### src/rtl/huc6261_pkg.sv
// rtl/huc6261_pkg.sv - shared types and widths for the HuC6261 palette-port scheduler
package huc6261_pkg;

  localparam int CP_ADDR_W = 9;
  localparam int CP_DATA_W = 16;

  typedef enum logic [1:0] {
    ST_IDLE     = 2'd0,
    ST_WRITE    = 2'd1,
    ST_RD_ISSUE = 2'd2,
    ST_RD_WAIT  = 2'd3
  } cp_sched_state_t;

  typedef struct packed {
    logic [CP_ADDR_W-1:0] addr;
    logic [CP_DATA_W-1:0] data;
  } cp_wr_entry_t;

endpackage

### src/rtl/cp_wr_fifo.sv
// rtl/cp_wr_fifo.sv - clock-enabled synchronous FIFO buffering palette writes
module cp_wr_fifo
  import huc6261_pkg::*;
#(
  parameter int DEPTH = 4
) (
  input  logic                         clk_i,
  input  logic                         resn_i,
  input  logic                         ce_i,
  input  logic                         push_i,
  input  logic                         pop_i,
  input  cp_wr_entry_t                 din_i,
  output cp_wr_entry_t                 dout_o,
  output logic                         full_o,
  output logic                         empty_o,
  output logic [$clog2(DEPTH+1)-1:0]   count_o
);

  localparam int PW = $clog2(DEPTH);
  localparam int CW = $clog2(DEPTH + 1);

  cp_wr_entry_t    mem_q [DEPTH];
  logic [PW-1:0]   wr_ptr_q;
  logic [PW-1:0]   rd_ptr_q;
  logic [CW-1:0]   count_q;
  logic            do_push;
  logic            do_pop;

  assign full_o  = (count_q == CW'(DEPTH));
  assign empty_o = (count_q == '0);
  assign count_o = count_q;
  assign dout_o  = mem_q[rd_ptr_q];

  assign do_push = push_i && !full_o;
  assign do_pop  = pop_i && !empty_o;

  always_ff @(posedge clk_i) begin
    if (ce_i && do_push) begin
      mem_q[wr_ptr_q] <= din_i;
    end
  end

  // DEPTH is a power of two, so the pointers wrap naturally
  always_ff @(posedge clk_i) begin
    if (!resn_i) begin
      wr_ptr_q <= '0;
      rd_ptr_q <= '0;
      count_q  <= '0;
    end else if (ce_i) begin
      if (do_push) wr_ptr_q <= wr_ptr_q + PW'(1);
      if (do_pop)  rd_ptr_q <= rd_ptr_q + PW'(1);
      case ({do_push, do_pop})
        2'b10:   count_q <= count_q + CW'(1);
        2'b01:   count_q <= count_q - CW'(1);
        default: count_q <= count_q;
      endcase
    end
  end

endmodule

### src/rtl/huc6261_cp_sched.sv
// rtl/huc6261_cp_sched.sv - palette-RAM port A scheduler committing CPU accesses only in blanking
module huc6261_cp_sched
  import huc6261_pkg::*;
#(
  parameter int FIFO_DEPTH = 4,
  parameter int CP_ADDR_W  = huc6261_pkg::CP_ADDR_W,
  parameter int CP_DATA_W  = huc6261_pkg::CP_DATA_W
) (
  input  logic                 CLK,
  input  logic                 RESn,
  input  logic                 CE,
  input  logic                 SET_ADDR,
  input  logic [CP_ADDR_W-1:0] ADDR_IN,
  input  logic                 WR_REQ,
  input  logic [CP_DATA_W-1:0] DATA_IN,
  input  logic                 RD_REQ,
  input  logic                 HBL,
  input  logic                 VBL,
  input  logic                 FORCE,
  output logic [CP_ADDR_W-1:0] PTR,
  output logic                 FULL,
  output logic                 BUSY,
  output logic                 OVF,
  output logic [CP_DATA_W-1:0] RD_DATA,
  output logic                 RD_VALID,
  output logic [CP_ADDR_W-1:0] RAM_ADDR,
  output logic [CP_DATA_W-1:0] RAM_DIN,
  output logic                 RAM_WE,
  input  logic [CP_DATA_W-1:0] RAM_Q
);

  localparam int CNT_W = $clog2(FIFO_DEPTH + 1);

  cp_sched_state_t      state_q, state_d;
  logic [CP_ADDR_W-1:0] ptr_q, ptr_d;
  logic [CP_ADDR_W-1:0] rd_addr_q, rd_addr_d;
  logic [CP_ADDR_W-1:0] ram_addr_q, ram_addr_d;
  logic [CP_DATA_W-1:0] ram_din_q, ram_din_d;
  logic [CP_DATA_W-1:0] rd_data_q, rd_data_d;
  logic                 busy_q, busy_d;
  logic                 ovf_q, ovf_d;
  logic                 rd_valid_q, rd_valid_d;
  logic                 ram_we_q, ram_we_d;

  logic                 win;
  logic [CP_ADDR_W-1:0] eff_addr;
  logic                 full_now;
  logic                 fifo_push, fifo_pop, fifo_full, fifo_empty;
  logic [CNT_W-1:0]     fifo_count;
  cp_wr_entry_t         push_entry, head_entry;

  assign win        = HBL | VBL | FORCE;
  assign eff_addr   = SET_ADDR ? ADDR_IN : ptr_q;
  assign full_now   = (fifo_count == CNT_W'(FIFO_DEPTH));
  assign fifo_push  = WR_REQ && !full_now;
  assign push_entry = '{addr: eff_addr, data: DATA_IN};

  cp_wr_fifo #(
    .DEPTH (FIFO_DEPTH)
  ) u_fifo (
    .clk_i   (CLK),
    .resn_i  (RESn),
    .ce_i    (CE),
    .push_i  (fifo_push),
    .pop_i   (fifo_pop),
    .din_i   (push_entry),
    .dout_o  (head_entry),
    .full_o  (fifo_full),
    .empty_o (fifo_empty),
    .count_o (fifo_count)
  );

  always_ff @(posedge CLK) begin
    if (!RESn) begin
      state_q <= ST_IDLE;
    end else if (CE) begin
      state_q <= state_d;
    end
  end

  // Pending writes always win over a pending read, which keeps reads behind earlier writes
  always_comb begin
    state_d  = state_q;
    fifo_pop = 1'b0;
    case (state_q)
      ST_IDLE, ST_WRITE: begin
        if (win && !fifo_empty) begin
          state_d  = ST_WRITE;
          fifo_pop = 1'b1;
        end else if (win && busy_q) begin
          state_d = ST_RD_ISSUE;
        end else begin
          state_d = ST_IDLE;
        end
      end
      ST_RD_ISSUE: state_d = ST_RD_WAIT;
      ST_RD_WAIT:  state_d = ST_IDLE;
      default:     state_d = ST_IDLE;
    endcase
  end

  // Port registers are loaded from the state being entered so they line up with that state's period
  always_comb begin
    ptr_d      = ptr_q;
    rd_addr_d  = rd_addr_q;
    busy_d     = busy_q;
    ovf_d      = ovf_q;
    ram_we_d   = 1'b0;
    ram_addr_d = ram_addr_q;
    ram_din_d  = ram_din_q;
    rd_valid_d = 1'b0;
    rd_data_d  = rd_data_q;

    if (WR_REQ) begin
      ptr_d = eff_addr + CP_ADDR_W'(1);
    end else if (SET_ADDR) begin
      ptr_d = ADDR_IN;
    end
    if (WR_REQ && full_now) ovf_d = 1'b1;
    if (RD_REQ && !busy_q) begin
      rd_addr_d = eff_addr;
      busy_d    = 1'b1;
    end

    case (state_d)
      ST_WRITE: begin
        ram_we_d   = 1'b1;
        ram_addr_d = head_entry.addr;
        ram_din_d  = head_entry.data;
      end
      ST_RD_ISSUE: ram_addr_d = rd_addr_q;
      ST_RD_WAIT: begin
        rd_valid_d = 1'b1;
        rd_data_d  = RAM_Q;
        busy_d     = 1'b0;
      end
      default: ;
    endcase
  end

  always_ff @(posedge CLK) begin
    if (!RESn) begin
      ptr_q      <= '0;
      rd_addr_q  <= '0;
      busy_q     <= 1'b0;
      ovf_q      <= 1'b0;
      ram_we_q   <= 1'b0;
      ram_addr_q <= '0;
      ram_din_q  <= '0;
      rd_valid_q <= 1'b0;
      rd_data_q  <= '0;
    end else if (CE) begin
      ptr_q      <= ptr_d;
      rd_addr_q  <= rd_addr_d;
      busy_q     <= busy_d;
      ovf_q      <= ovf_d;
      ram_we_q   <= ram_we_d;
      ram_addr_q <= ram_addr_d;
      ram_din_q  <= ram_din_d;
      rd_valid_q <= rd_valid_d;
      rd_data_q  <= rd_data_d;
    end
  end

  assign PTR      = ptr_q;
  assign FULL     = fifo_full;
  assign BUSY     = busy_q;
  assign OVF      = ovf_q;
  assign RD_DATA  = rd_data_q;
  assign RD_VALID = rd_valid_q;
  assign RAM_ADDR = ram_addr_q;
  assign RAM_DIN  = ram_din_q;
  assign RAM_WE   = ram_we_q;

endmodule

### config.mk
export PLATFORM = sky130hd
export DESIGN_NAME = huc6261_cp_sched
export DESIGN_NICKNAME = d
export VERILOG_FILES = /design/src/rtl/huc6261_pkg.sv /design/src/rtl/cp_wr_fifo.sv /design/src/rtl/huc6261_cp_sched.sv
export SDC_FILE = /design/constraint.sdc
export NUM_CORES = 1
export LEC_CHECK = 0
export ABC_AREA = 1
export BUFFER_PORTS_ARGS = -buffer_cell sky130_fd_sc_hd__buf_2
export CAP_MARGIN = 40
export CORE_ASPECT_RATIO = 1.75
export CORE_MARGIN = 2
export CORE_UTILIZATION = 50
export DETAILED_ROUTE_END_ITERATION = 10
export PLACE_DENSITY = 0.71
export SETUP_SLACK_MARGIN = 0.15
export SLEW_MARGIN = 20
export SYNTH_ARGS = -nofsm -noshare
export SYNTH_HDL_FRONTEND = slang
export SYNTH_SLANG_ARGS = --single-unit
### constraint.sdc
create_clock -name CLK -period 3.1 [get_ports CLK]
set_clock_uncertainty 0.15 [all_clocks]
set_input_delay 0.62 -clock CLK [delete_from_list [all_inputs] [get_ports CLK]]
set_output_delay 0.62 -clock CLK [all_outputs]
set_load 0.1 [all_outputs]
==> out/results.tsv <==
metric	value	unit
outcome	finished clean	
worstSetupPathType	flop to output pin	
r2r-end	u_fifo.count_o[2]	
rsz0062_at_grt	no	
critPathArrivalTime	1.50	ns
synth_top_area_cell	edfxtp_1	
gr-total-overflow	0	
p_total	6.090	mW
clock_path_buffers	2	
grt_pass1_wl	24630	µm
min_period_over_period	73.22	%
root_buffer	clkbuf_16	
slew_headroom	60.45	%
drt-initial-drc-count	275	
drive_gt1_share	23.00	%
async_flop_share	0	%
wl_per_cell	15.33	µm
nets	859	
gp_congestion	0.8060	
post-route-util	60.22	%
worst_skew_pair.late_latency	0.42	ns
placementRows	57	
core-area	0.01391	mm²
grt_usage	20.97	%
design_area	0.008376	mm²
cts_tree	built	
slowest_stage	buf_2	
cts_buffers	17	
syn_nets	759	
io_buffers	104	
drc_errors	0	
path_delay_family	buffers and inverters	
io_pins	105	
fin_hold_ws	0.2594	ns
maxCapViolations	0	
vdd_drop_max	544.7	µV
start_util	50.99	%
hold_depth	1	
worst_slew_pin_slew	0.5915	ns
reg2reg_setup_slack	0.97	ns
synth_flop_cell	edfxtp_1	
r2r-start	u_fifo.count_o[1]	
n_antenna_cell	0	
crit_path_cell_trace	inv_1 -> nand2_1 -> nor2_2 -> buf_2	
switching_share	34.00	%
min_path_type	input pin to flop	
synth_warnings	0	
cts_hold_buf	0	
final_cell_count_no_fill	990	
startpoint_type	flop	
r2r_cells	11	
final_antenna_net_count	0	
first_pass_iters	6	
clk_pin_slew_worst_paths	0.06	ns
vias_per_cell	5.287	
p_switching	2.071	mW
avgSynthCellArea	10.13	µm²
min_period	2.270	ns
synth-edff-count	100	
hpwl	9900	µm
p_int	4.019	mW
via_count	5234	
cts.htree.levels	4	
placed_area	0.007779	mm²
critPathMaxFanout	3	
fp.dieArea	0.01519	mm²
syn_to_final_growth	18.10	%
p_leak	3.476	nW
min_to	u_fifo.mem_q[2][14]	
finalHoldViolCount	0	
place_inst	956	
routed_wl	15180	µm
post_cts_resized	0	
p_clk_share	32.7	%
synth_top_area_share	42.34	%
end_kind	output pin	
critPathLaunch	u_fifo.count_o[1]	
grt_pass1_vias	5267	
cellPowerDensity	727.1	mW/mm²
fin_ws	0.8303	ns
syn-cell-area	0.007092	mm²
antenna_found_initial	0	
finalSetupTns	0	ns
seq_power_share	43.9	%
die_x	94.03	µm
synth_cells	700	
grt_max_degree	51	
max_freq	440.6	MHz
ys_seq_elements	174	
critical-path-max-stage-delay	0.45	ns
worstHoldStart	DATA_IN[14]	
worstPathBufferInverterCount	2	
yosys-top-cells-area	edfxtp_1, dfxtp_1, o21ai_0, nor2_1, inv_1	
cp.required	2.33	ns
power_frac_comb	23.5	%
ys_types	36	
synth_seq_area_share	63.23	%
synth_most_common_cell	nor2_1	
ys_top_cells_by_count	nor2_1, edfxtp_1, o21ai_0	
slew_viol_final	0	
cts_setup_buffers	0	
cts.sinks	174	
die_y	161.5	µm
preCtsSetupSlack	0.6325	ns
finalSetupViolations	0	
-- flip-flops by register name, summed over array words and instances, names as in the netlist, 2 cells and up, named ones only --
| signal | flops |
|---|---|
| state_q | 2 |
| u_fifo.rd_ptr_q | 2 |
| RAM_DIN | 16 |
| u_fifo.wr_ptr_q | 2 |
| RD_DATA | 16 |
| u_fifo.count_o | 3 |
| rd_addr_q | 9 |
| RAM_ADDR | 9 |
| PTR | 9 |
| u_fifo.mem_q | 100 |
-- cell usage in the layout (no fill, tap or decap), drive strengths merged, types with 7 or more instances in the layout --
| cell type | synthesis | layout |
|---|---|---|
| a21oi | 42 | 42 |
| clkinv | 1 | 7 |
| o22ai | 25 | 25 |
| dfxtp | 74 | 74 |
| o21ai | 120 | 120 |
| clkbuf | 22 | 19 |
| edfxtp | 100 | 100 |
| a31oi | 10 | 10 |
| nor2 | 115 | 115 |
| inv | 83 | 86 |
| nand3 | 10 | 10 |
| nand2 | 65 | 65 |
| ha | 8 | 8 |
| buf | 14 | 117 |
-- layout make-up --
type / count / area (µm²)
sequential: 174 / 4484
clock inverter: 13 / 115.1
timing repair buffer: 117 / 691.9
fill: 1185 / 5532
clock buffer: 19 / 442.9
inverter: 84 / 315.3
multi-input combinational: 406 / 2105
tap: 177 / 221.5
-- power by group through the flow --
stage / Sequential (mW) / Combinational [mW] / Clock [mW]
global placement: 2.71 / 1.39 / 0
detailed placement: 2.72 / 1.42 / 0
CTS: 2.67 / 1.42 / 2.01
global route: 2.68 / 1.54 / 2.13
floorplan: 3.35 / 0.507 / 0
finish: 2.67 / 1.43 / 1.99
-- kinds of logic (layout without fill, tap and decap cells) --
| kind of cell | Yosys count | count (layout) | synth area share [%] |
|---|---|---|---|
| AOI/OAI and AO/OA | 199 | 199 | 14.89 |
| xor gates and xnor gates | 1 | 1 | 0.1235 |
| adders and majority gates | 9 | 9 | 1.694 |
| buffers and inverters | 120 | 233 | 7.269 |
| DFF | 174 | 174 | 63.23 |
| and+or+nand+nor | 197 | 197 | 12.79 |
-- metal layers --
metal	vias to the layer above	track usage [%]	part of all wire (%)
met4	0	8.630	1.9
met1	2479	22.46	39
met5	-	0	0
met3	25	5.830	5.6
met2	160	37.99	54
li1	2570	-	-
-- how the worst max path moves through the flow --
stage,slack (ns),to,depth (start not counted)
final,0.83,FULL,4
after global placement,0.70,RAM_DIN[11],13
after floorplan,0.37,u_fifo.count_o[2],12
after global routing,0.75,FULL,4
after CTS,0.80,FULL,4
after detailed placement,0.63,RAM_DIN[13],13
(Power assumes the default switching activity.)
